===== src/rtl/multi_counter_pkg.sv =====
// Shared constants and helpers for the multi-channel counter bank.
package multi_counter_pkg;

    // Values accepted by the SATURATE parameter
    localparam int unsigned MODE_WRAP = 0;
    localparam int unsigned MODE_SAT  = 1;

    // Largest count representable in 'width' bits
    function automatic int unsigned cnt_max(int unsigned width);
        return (1 << width) - 1;
    endfunction

    // Low bit index of channel 'ch' inside a packed channel vector
    function automatic int unsigned slice_lo(int unsigned ch, int unsigned width);
        return ch * width;
    endfunction

endpackage


===== src/rtl/multi_counter_if.sv =====
// Control and status bundle of the counter bank; master drives controls, slave is the bank.
interface multi_counter_if #(
    parameter int unsigned WIDTH    = 8,
    parameter int unsigned CHANNELS = 2
) ();
    logic [CHANNELS-1:0]       en;
    logic [CHANNELS-1:0]       up;
    logic [CHANNELS-1:0]       load;
    logic [CHANNELS*WIDTH-1:0] load_val;
    logic [CHANNELS-1:0]       clr_flags;
    logic [CHANNELS*WIDTH-1:0] count;
    logic [CHANNELS-1:0]       at_limit;
    logic [CHANNELS-1:0]       ovf;
    logic [CHANNELS-1:0]       udf;
    logic                      any_limit;
    logic                      first_cycle;

    modport master (
        output en, up, load, load_val, clr_flags,
        input  count, at_limit, ovf, udf, any_limit, first_cycle
    );

    modport slave (
        input  en, up, load, load_val, clr_flags,
        output count, at_limit, ovf, udf, any_limit, first_cycle
    );
endinterface


===== src/rtl/multi_counter_lane.sv =====
// One counter channel: count register, sticky ovf/udf flags and limit compare.
module multi_counter_lane
    import multi_counter_pkg::*;
#(
    parameter int unsigned WIDTH    = 8,
    parameter int unsigned LIMIT    = 10,
    parameter int unsigned SATURATE = MODE_WRAP
) (
    input  logic             clk,
    input  logic             rst,
    input  logic             en_i,
    input  logic             up_i,
    input  logic             load_i,
    input  logic [WIDTH-1:0] load_val_i,
    input  logic             clr_flag_i,
    output logic [WIDTH-1:0] count_o,
    output logic             at_limit_o,
    output logic             ovf_o,
    output logic             udf_o
);

    localparam logic [WIDTH-1:0] CntMax = WIDTH'(cnt_max(WIDTH));
    localparam logic [WIDTH-1:0] Limit  = WIDTH'(LIMIT);
    localparam bit               Sat    = (SATURATE == MODE_SAT);

    logic [WIDTH-1:0] count_q, count_d;
    logic             ovf_q, ovf_d;
    logic             udf_q, udf_d;

    // Next state: load beats count step; a flag set beats a same-cycle clear
    always_comb begin
        count_d = count_q;
        ovf_d   = ovf_q & ~clr_flag_i;
        udf_d   = udf_q & ~clr_flag_i;
        if (load_i) begin
            count_d = load_val_i;
        end else if (en_i) begin
            if (up_i) begin
                if (count_q == CntMax) begin
                    ovf_d   = 1'b1;
                    count_d = Sat ? CntMax : '0;
                end else begin
                    count_d = count_q + WIDTH'(1);
                end
            end else begin
                if (count_q == '0) begin
                    udf_d   = 1'b1;
                    count_d = Sat ? '0 : CntMax;
                end else begin
                    count_d = count_q - WIDTH'(1);
                end
            end
        end
    end

    // State registers with synchronous reset
    always_ff @(posedge clk) begin
        if (rst) begin
            count_q <= '0;
            ovf_q   <= 1'b0;
            udf_q   <= 1'b0;
        end else begin
            count_q <= count_d;
            ovf_q   <= ovf_d;
            udf_q   <= udf_d;
        end
    end

    // Outputs straight from the registers
    always_comb begin
        count_o    = count_q;
        ovf_o      = ovf_q;
        udf_o      = udf_q;
        at_limit_o = (count_q >= Limit);
    end

endmodule


===== src/rtl/multi_counter.sv =====
// Multi-channel up/down counter bank with load, wrap/saturate, limit compare and sticky flags.
// Define MULTI_COUNTER_ASSERT_EN to add property checks and a shadow previous-count register.
module multi_counter
    import multi_counter_pkg::*;
#(
    parameter int unsigned WIDTH    = 8,
    parameter int unsigned CHANNELS = 2,
    parameter int unsigned LIMIT    = 10,
    parameter int unsigned SATURATE = MODE_WRAP
) (
    input  logic            clk,
    input  logic            rst,
    multi_counter_if.slave  bus
);

    logic first_cycle_q;

    for (genvar i = 0; i < CHANNELS; i++) begin : g_lane
        multi_counter_lane #(
            .WIDTH    (WIDTH),
            .LIMIT    (LIMIT),
            .SATURATE (SATURATE)
        ) u_lane (
            .clk        (clk),
            .rst        (rst),
            .en_i       (bus.en[i]),
            .up_i       (bus.up[i]),
            .load_i     (bus.load[i]),
            .load_val_i (bus.load_val[slice_lo(i, WIDTH) +: WIDTH]),
            .clr_flag_i (bus.clr_flags[i]),
            .count_o    (bus.count[slice_lo(i, WIDTH) +: WIDTH]),
            .at_limit_o (bus.at_limit[i]),
            .ovf_o      (bus.ovf[i]),
            .udf_o      (bus.udf[i])
        );
    end

    // first_cycle is high for the single cycle following a reset edge
    always_ff @(posedge clk) begin
        if (rst) begin
            first_cycle_q <= 1'b1;
        end else begin
            first_cycle_q <= 1'b0;
        end
    end

    // Bank-level status outputs
    always_comb begin
        bus.first_cycle = first_cycle_q;
        bus.any_limit   = |bus.at_limit;
    end

`ifdef MULTI_COUNTER_ASSERT_EN
    localparam logic [WIDTH-1:0] CntMax = WIDTH'(cnt_max(WIDTH));

    logic [CHANNELS*WIDTH-1:0] prev_q;

    // Shadow copy of the previous cycle's counts for the transition check
    always_ff @(posedge clk) begin
        if (rst) begin
            prev_q <= '0;
        end else begin
            prev_q <= bus.count;
        end
    end

    // (a) is deliberately violable: it gives a model checker a reachable target
    always @* begin
        if (!first_cycle_q) begin
            for (int i = 0; i < CHANNELS; i++) begin
                assert (bus.count[i*WIDTH +: WIDTH] < WIDTH'(LIMIT))
                    else $error("count %0d reached LIMIT", i);
                if (SATURATE == MODE_SAT) begin
                    assert (!((prev_q[i*WIDTH +: WIDTH] == CntMax) &&
                              (bus.count[i*WIDTH +: WIDTH] == '0)) &&
                            !((prev_q[i*WIDTH +: WIDTH] == '0) &&
                              (bus.count[i*WIDTH +: WIDTH] == CntMax)))
                        else $error("saturating count %0d jumped across range", i);
                end
            end
        end
    end
`endif

endmodule


===== src/flat_wrapper.sv =====
// flat-port wrapper written by rule: the top's interface ports become plain ports
module multi_counter_flat import multi_counter_pkg::*;
#(
    parameter int unsigned WIDTH    = 8,
    parameter int unsigned CHANNELS = 2,
    parameter int unsigned LIMIT    = 10,
    parameter int unsigned SATURATE = MODE_WRAP
)
  (clk, rst, bus_en, bus_up, bus_load, bus_load_val, bus_clr_flags, bus_count, bus_at_limit, bus_ovf, bus_udf, bus_any_limit, bus_first_cycle);
  multi_counter_if #(.WIDTH(WIDTH), .CHANNELS(CHANNELS)) bus_i ();
  input  logic clk;
  input  logic rst;
  input wire logic [$bits(bus_i.en)-1:0] bus_en;
  input wire logic [$bits(bus_i.up)-1:0] bus_up;
  input wire logic [$bits(bus_i.load)-1:0] bus_load;
  input wire logic [$bits(bus_i.load_val)-1:0] bus_load_val;
  input wire logic [$bits(bus_i.clr_flags)-1:0] bus_clr_flags;
  output wire logic [$bits(bus_i.count)-1:0] bus_count;
  output wire logic [$bits(bus_i.at_limit)-1:0] bus_at_limit;
  output wire logic [$bits(bus_i.ovf)-1:0] bus_ovf;
  output wire logic [$bits(bus_i.udf)-1:0] bus_udf;
  output wire logic [$bits(bus_i.any_limit)-1:0] bus_any_limit;
  output wire logic [$bits(bus_i.first_cycle)-1:0] bus_first_cycle;
  assign bus_i.en = bus_en;
  assign bus_i.up = bus_up;
  assign bus_i.load = bus_load;
  assign bus_i.load_val = bus_load_val;
  assign bus_i.clr_flags = bus_clr_flags;
  assign bus_count = bus_i.count;
  assign bus_at_limit = bus_i.at_limit;
  assign bus_ovf = bus_i.ovf;
  assign bus_udf = bus_i.udf;
  assign bus_any_limit = bus_i.any_limit;
  assign bus_first_cycle = bus_i.first_cycle;
  multi_counter #(.WIDTH(WIDTH), .CHANNELS(CHANNELS), .LIMIT(LIMIT), .SATURATE(SATURATE)) u_core (.clk(clk), .rst(rst), .bus(bus_i));
endmodule

===== config.mk =====
export PLATFORM = sky130hd
export DESIGN_NAME = multi_counter_flat
export DESIGN_NICKNAME = d
export VERILOG_FILES = /design/src/rtl/multi_counter_pkg.sv /design/src/rtl/multi_counter_if.sv /design/src/rtl/multi_counter_lane.sv /design/src/rtl/multi_counter.sv /design/src/flat_wrapper.sv
export SDC_FILE = /design/constraint.sdc
export NUM_CORES = 1
export LEC_CHECK = 0
export ABC_CLOCK_PERIOD_IN_PS = 2900
export CAP_MARGIN = 20
export CORE_ASPECT_RATIO = 0.5
export CORE_MARGIN = 4
export CORE_UTILIZATION = 35
export CTS_CLUSTER_SIZE = 28
export DETAILED_ROUTE_END_ITERATION = 8
export DONT_BUFFER_PORTS = 1
export SYNTH_ARGS = -nofsm -noshare
export SYNTH_HDL_FRONTEND = slang
export SYNTH_SLANG_ARGS = --single-unit

===== constraint.sdc =====
create_clock -name clk -period 2.9 [get_ports clk]
set_input_delay 0.435 -clock clk [delete_from_list [all_inputs] [get_ports clk]]
set_output_delay 0.435 -clock clk [all_outputs]
set_load 0.02 [all_outputs]

=== After elaboration in Yosys (flattened, before gate mapping) ===
Index checks and enable logic that the tools add are counted.

* Register bits: 21
* Output and inout port bits: 24
* Input bits: 26
* Word-level logic and storage cells: 53

* Equality and inequality tests: 2
* Reduce and logical (&&, ||, !) cells: 5
* Bitwise logic cells: 6
* Add/sub/neg operators: 4
* Magnitude comparators: 2
* Multiplexer cells: 27

{| class="wikitable"
|+ Operators with widths
! operator !! count
|-
| $mux W8 || 10
|-
| $mux W1 || 17
|-
| $add A8 B1 Y8 const B || 2
|-
| $eq A8 B8 Y1 const B || 2
|-
| $ge A8 B4 Y1 const B || 2
|-
| $logic_not A8 Y1 || 2
|-
| $sub A8 B1 Y8 const B || 2
|-
| $and A1 B1 Y1 || 4
|-
| $reduce_bool A2 Y1 || 2
|-
| $not A1 Y1 || 2
|-
| $reduce_or A2 Y1 || 1
|}

=== Longest topological paths before layout ===
Gate-level depths: netlist of the first run.

* Depth after elaboration: 6
* Gate-level depth with buffers: 8
* Depth with buffers taken out: 7

=== Modules after synthesis ===
A second synthesis of the first run with hierarchy kept.

* Cells, all modules: 247
* Area, all modules: 1843.0 µm²

{| class="wikitable"
|+ By module, submodules not included
! module !! sequential area each (µm²) !! area each (µm²) !! cells each !! times used
|-
| multi_counter_lane at u_core.g_lane[1].u_lane || 200.2 || 948.4 || 130 || 1
|-
| multi_counter_lane at u_core.g_lane[0].u_lane || 200.2 || 868.3 || 115 || 1
|-
| multi_counter || 20.0 || 26.3 || 2 || 1
|}

=== Worst setup path before layout of the first run ===
No wires, ideal clock.

* Path kind: register -> register
* Start: register u_core.g_lane[1].u_lane.count_q[4]
* End: register u_core.g_lane[1].u_lane.count_q[7]
* Data arrival time: 1.735 ns
* Data required time: 2.765 ns
* Library setup time: 0.135 ns
* Buffers on the path: 1
* Stages on the path, launching flop included: 7
* Setup slack: 1.030 ns
* Path through: dfxtp_1 -> buf_2 -> and4_1 -> nand2_1 -> o211a_1 -> a2111oi_1 -> a211oi_2

* Longest elaborated chain between the ends: 5

{| class="wikitable"
|+ RTL lines
! what !! RTL line !! text
|-
| from (decl) || multi_counter_lane.sv:26 || <nowiki>logic [WIDTH-1:0] count_q, count_d;</nowiki>
|-
| from (signal assigned) || multi_counter_lane.sv:63 || <nowiki>count_q <= count_d;</nowiki>
|-
| $sub A8 B1 Y8, or another cell as far along || multi_counter_lane.sv:50 || <nowiki>count_d = count_q - WIDTH'(1);</nowiki>
|-
| $mux W8, on equally long branches || multi_counter_lane.sv:46, multi_counter_lane.sv:39 ||
|-
| $mux W8 (*) || multi_counter_lane.sv:38 || <nowiki>if (up_i) begin</nowiki>
|-
| $mux W8 (*) || multi_counter_lane.sv:37 || <nowiki>end else if (en_i) begin</nowiki>
|-
| $mux W8 (*) || multi_counter_lane.sv:35 || <nowiki>if (load_i) begin</nowiki>
|}

Every way passes the cells marked *; elsewhere a longest branch is shown, timed or not. The select of a mux whose other input is x is not followed.
A chain may end at the register's enable or synchronous reset.

=== Worst setup path in the final report of the first run ===
* Start: register u_core.g_lane[1].u_lane.count_q[0]
* End: output bus_any_limit

* Longest elaborated chain between the ends: 2

{| class="wikitable"
|+ RTL lines
! what !! RTL line !! text
|-
| $ge A8 B4 Y1 || multi_counter_lane.sv:74 || <nowiki>at_limit_o = (count_q >= Limit);</nowiki>
|-
| $reduce_or A2 Y1 || multi_counter.sv:50 || <nowiki>bus.any_limit = |bus.at_limit;</nowiki>
|-
| to (decl) || flat_wrapper.sv:22 || <nowiki>output wire logic [$bits(bus_i.any_limit)-1:0] bus_any_limit;</nowiki>
|}

No other way between the ends.

==> results of run 1 <==
power breakdown:
part           total [mW]  leakage, nW  switching [mW]  internal (mW)
sequential          0.392        0.173          0.0838          0.309
combinational       0.216        0.489           0.119         0.0973
clock               0.206       0.0228           0.108         0.0981
critical path: cells and delay by family (launching register included):
kind / cells / cell delay, ns
DFF: 1 / 0.60
AOI/OAI and AO/OA: 1 / 0.33
and+or+nand+nor: 1 / 0.33
adders and majority gates: 1 / 0.23
buffers and inverters: 1 / 0.17
how the worst max path moves through the flow:
stage                                            start                                 end  slack, ns  cells after the start
floorplan           u_core.g_lane[1].u_lane.count_o[4]  u_core.g_lane[1].u_lane.count_o[7]       1.03                      6
global placement    u_core.g_lane[1].u_lane.count_o[4]  u_core.g_lane[1].u_lane.count_o[7]       0.84                      5
detailed placement  u_core.g_lane[1].u_lane.count_o[4]  u_core.g_lane[1].u_lane.count_o[7]       0.80                      5
CTS                 u_core.g_lane[1].u_lane.count_o[0]                       bus_any_limit       0.54                      4
global route        u_core.g_lane[1].u_lane.count_o[0]                       bus_any_limit       0.44                      4
finish              u_core.g_lane[1].u_lane.count_o[0]                       bus_any_limit       0.53                      4
cell usage in the layout, fill, tap and decap left out, types with 2 or more instances in the layout:
cell       Yosys  routed
o31ai_1        4       4
nor2_1        35      35
nand3_1        8       8
xor2_1         6       6
a22oi_1        3       3
nor4_1         3       3
a32oi_1        2       2
nand4_1        7       7
nor3b_1        2       2
a21oi_1       27      27
a31oi_1        3       3
nor3_1        13      13
a221oi_1       2       2
o21ai_0        5       5
and4_1         3       3
nor2b_1        5       5
ha_1           8       8
nand2b_1       3       3
o2111ai_1      2       2
nand2_1       22      22
clkbuf_8       0       3
mux2i_1        3       3
a211oi_1       3       3
xnor2_1        5       5
a41oi_1        2       2
dfxtp_1       21      21
nand4b_1       2       2
inv_1         14      14
flip-flops by register name, indices dropped and copies added, names as in the netlist:
name / cells
u_core.g_lane.u_lane.ovf_o: 2
u_core.bus.first_cycle: 1
u_core.g_lane.u_lane.count_o: 16
u_core.g_lane.u_lane.udf_o: 2
routing by layer:
layer  global-route usage, %  up-vias  share of wire, %
li1                        -      901                 -
met1                   19.92      838                47
met2                   27.09       52                45
met3                   4.247        9               6.3
met4                   3.986        0               1.3
met5                       0        -                 0
layout make-up:
type,count,share of cell area (%)
Inverter,15,3.000
Sequential cell,21,22.40
Clock buffer,4,2.400
Timing Repair Buffer,1,0.4000
Multi-Input combinational cell,200,67.13
Tap cell,70,4.667
cell families (layout without fill, tap and decap cells):
kind of cell    after synthesis  count (layout)  share of synthesized area (%)
simple gates                110             110                          29.33
compound gates               68              68                          25.48
buf+inv                      46              20                          10.88
flops                        21              21                          22.30
xor+xnor                     11              11                          5.109
fa+ha+maj                     8               8                          5.309
mux                           3               3                          1.593
==> run summary, run 1 <==
Post-route cell area: 1877 sq um
Multi-input gate area: 1260 sq um
Routed wire per std cell: 16.85 microns
DIE HEIGHT: 59.90 microns
Final hold slack: 0.1946 ns
FF-to-FF End: u_core.g_lane[1].u_lane.count_o[7]
Vias per cell: 5.788
Post-CTS sizing: 0
Num Clock Sinks: 21
Net count after synthesis: 301
Synth area leader: dfxtp_1
Number of setup buffers added after CTS: 0
Synth top area share: 22.30%
H-tree Lvls: 1
Most common library cells after synthesis: nor2_1, a21oi_1, nand2_1, dfxtp_1, clkbuf_1
Total grt overflow: 0
Initial DRC Count: 57
Synth warnings: 0
Ys async rst share: 0%
Setup crit start kind: register
Reg2Reg Depth: 5
Area growth syn-to-layout: -0.4645%
Row count: 18
Via count: 1800
Crit path max-delay cell type: dfxtp_1
Power Dens Cells: 434.0 nW/um^2
Cell variety after synth: 55
Cts bufs inserted: 3
Worst min path class: in2reg
Crit path capture type: primary output
Starting density of the core: 37.21%
Core ar.: 5067 sq um
Storage cell area: 420.4 sq um
N_diodes: 0
GP Congestion: 0.8735
Setup Slack @ Placement: 0.7965 ns
Type of the worst setup path: reg2out
Peak supply drop: 0.1641 mV
CP max stage delay: 0.60 ns
Final min period: 2.370 ns
RSZ-0062 raised after global routing: false
Syn Area/Cell: 7.062 sq um
Count leader, synth: nor2_1
TritonCTS clock tree: yes
Clk slew on worst S/H paths: 0.09 ns
Slew headroom: 53.93%
Placed instance count: 307
Max-slew violations: 0
Fmax: 421.9 MHz
Status: finished clean
Setup violators final: 0
Post-Layout Cell Count: 311
Worst Tran Pin Value: 0.6900 ns
Vias in the first global route: 1687
LEAKAGE: 0.6849 nW
PnR worst setup slack: 0.5300 ns
Hold Fails Final Rpt: 0
First-pass GRT wire length: 8.576 mm
Port bufs: 0
DIE AREA: 6697 sq um
Largest net degree at the start of global routing: 25
Max Cap Violations: 0
Data required time of the worst path: 2.47 ns
Post-route ant nets: 0
Final nets: 276
Root Driver: clkbuf_8
Global routing usage summed across all routing layers: 15.73%
Hold path start: rst
Hold Path Stages: 0
Skew final: 0.001499 ns
Arrival time at the worst endpoint: 1.94 ns
Router iterations before antenna repair: 7
EDFF count, synth: 0
Sequential-to-total area share from yosys stat: 22.30%
Total negative slack: 0 ns
Period utilisation layout: 81.72%
Main flop type after synthesis: dfxtp_1
Ranking of synthesized cells by area: dfxtp_1, a21oi_1, nor2_1
Post-Syn Area: 1886 sq um
Cells after synthesis: 267
Post-route DRC violation count: 0
Filler cell count: 547
R2R Path Start: u_core.g_lane[1].u_lane.count_o[4]
Die width: 111.8 microns
Layout Utilization: 37.04%
Worst Path Max Fanout: 9
Total Power: 0.8145 mW
WHS Endpoint: u_core.bus.first_cycle
HPWL Detailed: 3.825 mm
CP Cell Sequence: inv_1 -> ha_1 -> o31ai_1 -> nand4_1
Register bit total from synthesis: 21
Initial antenna violation count: 0
Placed Area: 1832 sq um
Drt total wl: 5.239 mm
Clock Latency Late Sink: 0.26 ns
Fraction of layout cells with a size suffix above 1: 5.809%
R2R Setup Slk: 0.80 ns
Worst-case clock buffer depth: 2
CTS Hold Buffers Added: 0
Top Ports: 50
Power figures use the tool's default switching activity.
==> run 2, diff against run 1 <==
ABC_CLOCK_PERIOD_IN_PS = 2100   (was 2900)
clock period = 2.1 ns   (was 2.9 ns; I/O delays follow)
==> run summary, run 2 (synthesized netlist as in run 1, its figures left out) <==
Status: finished clean
Initial antenna violation count: 0 (unchanged)
Worst Tran Pin Value: 0.5465 ns (-0.1436 ns)
Num Clock Sinks: 21 (unchanged)
LEAKAGE: 0.7742 nW (+13%)
Vias per cell: 5.720 (-1.2%)
Commonest non-fill, non-tap cell in the layout: nor2_1
Root Driver: clkbuf_8
Slew headroom: 63.52% (+9.6 points)
DIE HEIGHT: 59.90 microns (unchanged)
Fmax: 515.9 MHz
Router iterations before antenna repair: 4 (-3)
Via count: 1876 (+4.2%)
Global routing usage summed across all routing layers: 16.46% (+0.73 points)
Worst min path class: in2reg
Max Cap Violations: 0 (unchanged)
Post-route ant nets: 0 (unchanged)
Reg2Reg Depth: 5 (unchanged)
Core ar.: 5067 sq um (unchanged)
Post-Layout Cell Count: 328 (+5.5%)
Max reg flops: 16 (unchanged)
Largest net degree at the start of global routing: 25 (unchanged)
Total grt overflow: 0 (unchanged)
FF-to-FF End: u_core.g_lane[1].u_lane.count_o[3]
Initial DRC Count: 72 (+26%)
Type of the worst setup path: reg2out
Vias in the first global route: 1764 (+4.6%)
HPWL Detailed: 4.053 mm (+6.0%)
Crit path max-delay cell type: dfxtp_1
Top Ports: 50 (unchanged)
N_diodes: 0 (unchanged)
Number of setup buffers added after CTS: 0 (unchanged)
Period utilisation layout: 92.30%
Fraction of layout cells with a size suffix above 1: 13.18% (+7.4 points)
Cts bufs inserted: 3 (unchanged)
Power Dens Cells: 577.2 nW/um^2 (+33%)
Peak supply drop: 0.2436 mV (+48%)
Crit path launch: u_core.g_lane[1].u_lane.count_o[0]
H-tree Lvls: 1 (unchanged)
Port bufs: 0 (unchanged)
Most frequent cells in the layout: nor2_1, a21oi_1, nand2_1
Worst-case clock buffer depth: 2 (unchanged)
Clk slew on worst S/H paths: 0.08 ns (about the same)
Total negative slack: 0 ns (unchanged)
Max-slew violations: 0 (unchanged)
TritonCTS clock tree: yes
Die width: 111.8 microns (unchanged)
Arrival time at the worst endpoint: 1.62 ns (-0.32 ns)
Critical Path End: bus_any_limit
First-pass GRT wire length: 8.997 mm (+4.9%)
Row count: 18 (unchanged)
Clock Latency Late Sink: 0.26 ns (about the same)
Final nets: 293 (+6.2%)
Final min period: 1.938 ns
CP Cell Sequence: inv_1 -> ha_1 -> o31ai_2 -> nand4_1
GP Congestion: 0.8970 (+2.7%)
Hold Fails Final Rpt: 0 (unchanged)
R2R Path Start: u_core.g_lane[1].u_lane.count_o[2]
Starting density of the core: 37.21% (unchanged)
Post-route DRC violation count: 0 (unchanged)
DIE AREA: 6697 sq um (unchanged)
Area growth syn-to-layout: 6.967%
RSZ-0062 raised after global routing: false
CP max stage delay: 0.47 ns (-0.13 ns)
Drt total wl: 5.408 mm (+3.2%)
R2R Setup Slk: 0.28 ns (-0.52 ns)
Data required time of the worst path: 1.78 ns (-0.69 ns)
Setup violators final: 0 (unchanged)
Routed wire per std cell: 16.49 microns (-2.1%)
Skew final: 0.001748 ns (+0.0002487 ns)
Setup crit start kind: register
Crit path capture type: primary output
Worst Path Max Fanout: 8 (-1)
Placed instance count: 324 (+5.5%)
-- run 2: routing by layer --
metal	share of wire [%]	up-vias	global-route usage [%]	routed length (microns)
met5	0	-	0	0
met4	1.2	0	4.506	66
met3	7.5	6	4.146	406
met2	45	71	27.00	2442
met1	46	863	21.86	2492
li1	-	936	-	-
-- run 2: final cells by class --
class                      instances  area (sq um)
fill                             540          3050
clock buffer                       3         41.29
inverter                          15         56.30
sequential                        21         420.4
clock inverter                     1         5.005
multi-input combinational        200          1271
timing repair buffer              18         135.1
tap                               70         87.58
-- run 2: report_power, final --
group          leakage [nW]  internal [mW]  switching (mW)
Combinational         0.575          0.167           0.228
Clock                0.0255          0.132           0.146
Sequential            0.173          0.426          0.0637
-- run 2: worst min path at each step --
stage          start                     end  slack [ns]  cells past startpoint
2_1_floorplan    rst  u_core.bus.first_cycle        0.34                      0
3_3_place_gp     rst  u_core.bus.first_cycle        0.34                      0
3_5_place_dp     rst  u_core.bus.first_cycle        0.34                      0
4_1_cts          rst  u_core.bus.first_cycle        0.06                      0
5_1_grt          rst  u_core.bus.first_cycle        0.06                      0
6_report         rst  u_core.bus.first_cycle        0.07                      0
-- run 2: what timing repair did --
item,CTS,global route
endpoints found under the setup margin,0,2
hold buffers,0,0
gates resized for setup,0,2
-- run 2: stage by stage --
stage               instance area [sq um]  hold WS, ns  power [mW]  utilization [%]  setup slack [ns]
CTS                                  2006      0.06271       1.173            39.58           0.05243
global route                         2017      0.05697       1.243            39.80          0.001373
global placement                     1959       0.3442      0.8829            38.67            0.3140
floorplan                            1886       0.3427      0.8233                -            0.2300
finish                               2017      0.07197       1.164            39.80            0.1616
detailed placement                   1959       0.3439      0.8879            38.67            0.3111
-- run 2: critical path: cells and delay by family (launching register included) --
kind	cells	cell delay, ns
flip-flops	1	0.47
AND/OR/NAND/NOR	1	0.30
adder cells (fa/ha/maj)	1	0.22
buffers and inverters	1	0.14
AO/OA/AOI/OAI	1	0.23
==> run 3, diff against run 2 <==
CORE_MARGIN = 10   (was 4)
==> run summary, run 3 (synthesized netlist as in run 1, its figures left out) <==
Status: finished clean
Routed wire per std cell: 17.34 microns (+5.2%)
Power Dens Cells: 577.8 nW/um^2 (+0.11%)
Core ar.: 5067 sq um (unchanged)
Clk slew on worst S/H paths: 0.08 ns (about the same)
Worst Tran Pin Value: 0.5497 ns (+0.003245 ns)
Worst min path class: in2reg
Root Driver: clkbuf_8
Post-route ant nets: 0 (unchanged)
Die width: 123.8 microns (+11%)
CP Cell Sequence: ha_1 -> o31ai_1 -> nand4_1
Placed Area: 1959 sq um (unchanged)
Commonest non-fill, non-tap cell in the layout: nor2_1
Largest net degree at the start of global routing: 25 (unchanged)
Vias per cell: 5.774 (+0.96%)
Starting density of the core: 37.21% (unchanged)
First-pass GRT wire length: 9.149 mm (+1.7%)
Initial DRC Count: 216 (+200%)
Total Power: 1.161 mW (-0.26%)
Via count: 1894 (+0.96%)
Arrival time at the worst endpoint: 1.65 ns (+0.03 ns)
CP max stage delay: 0.43 ns (-0.04 ns)
Multi-input gate area: 1265 sq um (-0.49%)
Critical Path End: bus_any_limit
Port bufs: 0 (unchanged)
Total grt overflow: 0 (unchanged)
FF-to-FF End: u_core.g_lane[1].u_lane.count_o[3]
Total negative slack: 0 ns (unchanged)
TritonCTS clock tree: yes
Initial antenna violation count: 0 (unchanged)
Data required time of the worst path: 1.78 ns (about the same)
Most frequent cells in the layout: nor2_1, a21oi_1, nand2_1
Post-route DRC violation count: 0 (unchanged)
Type of the worst setup path: reg2out
HPWL Detailed: 4.290 mm (+5.8%)
Max-slew violations: 0 (unchanged)
Setup crit start kind: register
PnR worst setup slack: 0.1378 ns (-0.02379 ns)
DIE HEIGHT: 71.90 microns (+20%)
RSZ-0062 raised after global routing: false
Fraction of layout cells with a size suffix above 1: 12.40% (-0.78 points)
Cts bufs inserted: 3 (unchanged)
Fmax: 509.6 MHz (-1.2%)
Filler cell count: 547 (+1.3%)
Global routing usage summed across all routing layers: 12.45% (-4.0 points)
Row count: 18 (unchanged)
Area growth syn-to-layout: 6.570%
Storage cell area: 420.4 sq um (unchanged)
Setup Slack @ Placement: 0.3355 ns (+0.02440 ns)
Post-route cell area: 2009 sq um (-0.37%)
Reg2Reg Depth: 5 (unchanged)
DIE AREA: 8901 sq um (+33%)
Crit path launch: u_core.g_lane[0].u_lane.count_o[1]
R2R Setup Slk: 0.27 ns (about the same)
Router iterations before antenna repair: 4 (unchanged)
Worst Path Max Fanout: 10 (+2)
Setup violators final: 0 (unchanged)
Slew headroom: 63.02% (-0.50 points)
Drt total wl: 5.688 mm (+5.2%)
Skew final: 0.0008621 ns (-0.0008857 ns)
Worst-case clock buffer depth: 2 (unchanged)
N_diodes: 0 (unchanged)
Peak supply drop: 0.1967 mV (-19%)
LEAKAGE: 0.7702 nW (-0.52%)
Top Ports: 50 (unchanged)
Max reg flops: 16 (unchanged)
Final min period: 1.962 ns (+0.02379 ns)
Hold Fails Final Rpt: 0 (unchanged)
Max Cap Violations: 0 (unchanged)
GP Congestion: 0.9037 (+0.75%)
R2R Path Start: u_core.g_lane[1].u_lane.count_o[1]
Clock Latency Late Sink: 0.26 ns (about the same)
Final hold slack: 0.07864 ns (+0.006669 ns)
Crit path max-delay cell type: dfxtp_1
Final nets: 293 (unchanged)
Crit path capture type: primary output
Num Clock Sinks: 21 (unchanged)
Period utilisation layout: 93.44% (+1.1 points)
H-tree Lvls: 1 (unchanged)
Vias in the first global route: 1715 (-2.8%)
## run 3: cell types whose count changed in the layout (fill, tap and decap cells not counted)
cell | previous run | this run
clkinv_2 | 1 | 0
nor4_2 | 2 | 1
nor4_1 | 2 | 3
clkbuf_1 | 0 | 1
## run 3: through the flow
step                      std cells  util [%]
after floorplan                 267         -
after global placement          324     38.67
after detailed placement        324     38.67
after CTS                       328     39.56
after global routing            328     39.65
final                           328     39.65
## run 3: what timing repair did
item                                   CTS  global route
setup buffers                            0             0
endpoints found under the hold margin    0             0
setup endpoints to repair                0             2
resized for setup                        0             1
hold buffers                             0             0
## run 3: layer usage
metal	up-vias	wire length (microns)	global-route usage (%)
met5	-	0	0
met3	6	498	3.938
met2	70	2693	20.05
met1	892	2428	15.73
met4	0	68	3.209
li1	926	-	-
## run 3: worst min-delay path by stage
stage	slack [ns]	cells after the start	to	startpoint
2_1_floorplan	0.34	0	u_core.bus.first_cycle	rst
3_3_place_gp	0.34	0	u_core.bus.first_cycle	rst
3_5_place_dp	0.34	0	u_core.bus.first_cycle	rst
4_1_cts	0.07	0	u_core.bus.first_cycle	rst
5_1_grt	0.06	0	u_core.bus.first_cycle	rst
6_report	0.08	0	u_core.bus.first_cycle	rst
## run 3: layout make-up
cell class                      count  area share, %
Clock buffer                        4          2.242
Inverter                           15          2.802
Multi-Input combinational cell    200          62.95
Sequential cell                    21          20.92
Tap cell                           70          4.359
Timing Repair Buffer               18          6.725
## run 3: worst max-delay path, delay by kind of cell (launching register included)
family                   cells  cell delay [ns]
flip-flops                   1             0.43
adder cells (fa/ha/maj)      1             0.24
AO/OA/AOI/OAI                1             0.37
AND/OR/NAND/NOR              1             0.35
## run 3: where the power goes
group / internal (mW) / switching [mW]
Combinational: 0.168 / 0.235
Clock: 0.135 / 0.141
Sequential: 0.426 / 0.0559
Total: 0.729 / 0.432
==> edit: new RTL, flow settings as in run 3 <==
`LIMIT` is set to 10 in 3 places; all go to 8.
--- a/src/rtl/multi_counter_lane.sv
+++ b/src/rtl/multi_counter_lane.sv
@@ -3,7 +3,7 @@
     import multi_counter_pkg::*;
 #(
     parameter int unsigned WIDTH    = 8,
-    parameter int unsigned LIMIT    = 10,
+    parameter int unsigned LIMIT    = 8,
     parameter int unsigned SATURATE = MODE_WRAP
 ) (
     input  logic             clk,
--- a/src/rtl/multi_counter.sv
+++ b/src/rtl/multi_counter.sv
@@ -5,7 +5,7 @@
 #(
     parameter int unsigned WIDTH    = 8,
     parameter int unsigned CHANNELS = 2,
-    parameter int unsigned LIMIT    = 10,
+    parameter int unsigned LIMIT    = 8,
     parameter int unsigned SATURATE = MODE_WRAP
 ) (
     input  logic            clk,
--- a/src/flat_wrapper.sv
+++ b/src/flat_wrapper.sv
@@ -3,7 +3,7 @@
 #(
     parameter int unsigned WIDTH    = 8,
     parameter int unsigned CHANNELS = 2,
-    parameter int unsigned LIMIT    = 10,
+    parameter int unsigned LIMIT    = 8,
     parameter int unsigned SATURATE = MODE_WRAP
 )
   (clk, rst, bus_en, bus_up, bus_load, bus_load_val, bus_clr_flags, bus_count, bus_at_limit, bus_ovf, bus_udf, bus_any_limit, bus_first_cycle);
Check against the original RTL: not equivalent (Yosys sat finds a counterexample within 4 cycles, from zero or initial values and one cycle with rst high).
==> edit against run 3 <==
Design area is 1.3% lower. Sequential cell count stayed put. Setup slack better by 0.048 ns. Final cell count is 3.4% lower. Die area is 0.26% lower. Area after synthesis is 0.33% lower. Wire length is 1.5% lower. Total power is 3.7% higher. Hold slack worse by 0.015 ns. Critical path type unchanged. Largest power group unchanged.
==> edit: results (changes against run 3) <==
Logic synthesis
The number of instances in the synthesized netlist was 250 (-6.4%). The count of different cell masters after synthesis is 61 (+11%). The compound-gate portion of the synthesized area came to 0.257 (+0.00218).

The post-synthesis share of cell area spent on xor and xnor gates is 0.0559 (+0.00483). By count the netlist is led by sky130_fd_sc_hd__nor2_1 (29), sky130_fd_sc_hd__dfxtp_1 (21), sky130_fd_sc_hd__nand2_1 (21), sky130_fd_sc_hd__inv_1 (17), sky130_fd_sc_hd__a21oi_1 (15).

Run status
The flow ran to the end, and the final reports show no timing, DRC or antenna violations.

Global routing
The maximum number of pins on one net before global-route repair was 24 (-4.0%). The via count of the first global-routing pass is 1791 (+4.4%). The global-route usage over all layers came to 0.125 (+0.000442).

Power
The internal power consumption is 0.741 mW (+1.6%). The total leakage power is 0.734 nW (-4.7%). The share of total power in the clock network came to 0.247 (+0.009).

Finish
The final design area excluding fillers is 0.00198 sq mm (-1.3%). The post-layout instance count excluding filler cells is 317 (-3.4%). The layout cell share with drive strength beyond 1 is 0.162 (+0.0379).

Critical path
The data arrival time at the worst-slack endpoint was 1.60 ns (-0.05 ns). Among all stages on the critical path, the largest delay is contributed by sky130_fd_sc_hd__nor4_4. The maximum fanout encountered on the critical timing path is 4 (-6). The register-to-register setup slack is 0.23 ns (-0.04 ns). The cell family contributing the most delay on the critical path is simple AND/OR/NAND/NOR gates. The end of the worst register-to-register path is u_core.g_lane[0].u_lane.count_o[3].

Drt
The mean routed wirelength per cell came to 17.7 um (+1.9%). The ratio of routed vias to standard cells is 5.71 (-1.1%).

Placed design
The placer's final routability congestion estimate is 0.873 (-3.4%). The minimum setup slack after placement is 0.256 ns (-0.0795 ns).

Timing
The slew at the pin closest to its max-slew limit is 0.434 ns (-0.116 ns).
[edit: cell types whose count changed after synthesis, sizes merged, moves of 3 or more]
cell,change
a21oi,-11
a22oi,-3
buf,+4
clkbuf,-12
nand3,+3
nand4,-3
nor2,-6
nor3,-4
nor3b,+3
nor4,-3
nor4b,+3
o21ai,+11
o31ai,-3
[edit: area by class of cell]
cell class,count,share of cell area
multi-input combinational,189,0.628
sequential,21,0.212
timing repair buffer,16,0.0606
tap,70,0.0442
inverter,17,0.0322
clock buffer,3,0.0208
clock inverter,1,0.00252
[edit: how the worst max path moves through the flow]
| stage | depth (start not counted) | from | slack, ns | to |
|---|---|---|---|---|
| after global routing | 3 | u_core.g_lane[1].u_lane.count_o[3] | 0.07 | bus_any_limit |
| after detailed placement | 7 | u_core.g_lane[0].u_lane.count_o[0] | 0.26 | u_core.g_lane[0].u_lane.count_o[3] |
| after global placement | 7 | u_core.g_lane[0].u_lane.count_o[0] | 0.29 | u_core.g_lane[0].u_lane.count_o[3] |
| after CTS | 3 | u_core.g_lane[1].u_lane.count_o[3] | 0.04 | bus_any_limit |
| after floorplan | 7 | u_core.g_lane[0].u_lane.count_o[0] | 0.05 | u_core.g_lane[0].u_lane.count_o[3] |
| final | 3 | u_core.g_lane[1].u_lane.count_o[6] | 0.19 | bus_any_limit |
[edit: per-layer routing]
metal | global-route usage | wire (um)
met5 | 0 | 0
met3 | 0.0328 | 353
met2 | 0.226 | 2850
met4 | 0.0321 | 46
met1 | 0.143 | 2350
[edit: cells by family after synthesis]
group	count (synthesis)
AOI/OAI and AO/OA	68
DFF	21
xor gates and xnor gates	12
adders and majority gates	6
and+or+nand+nor	101
buffers and inverters	40
muxes	2
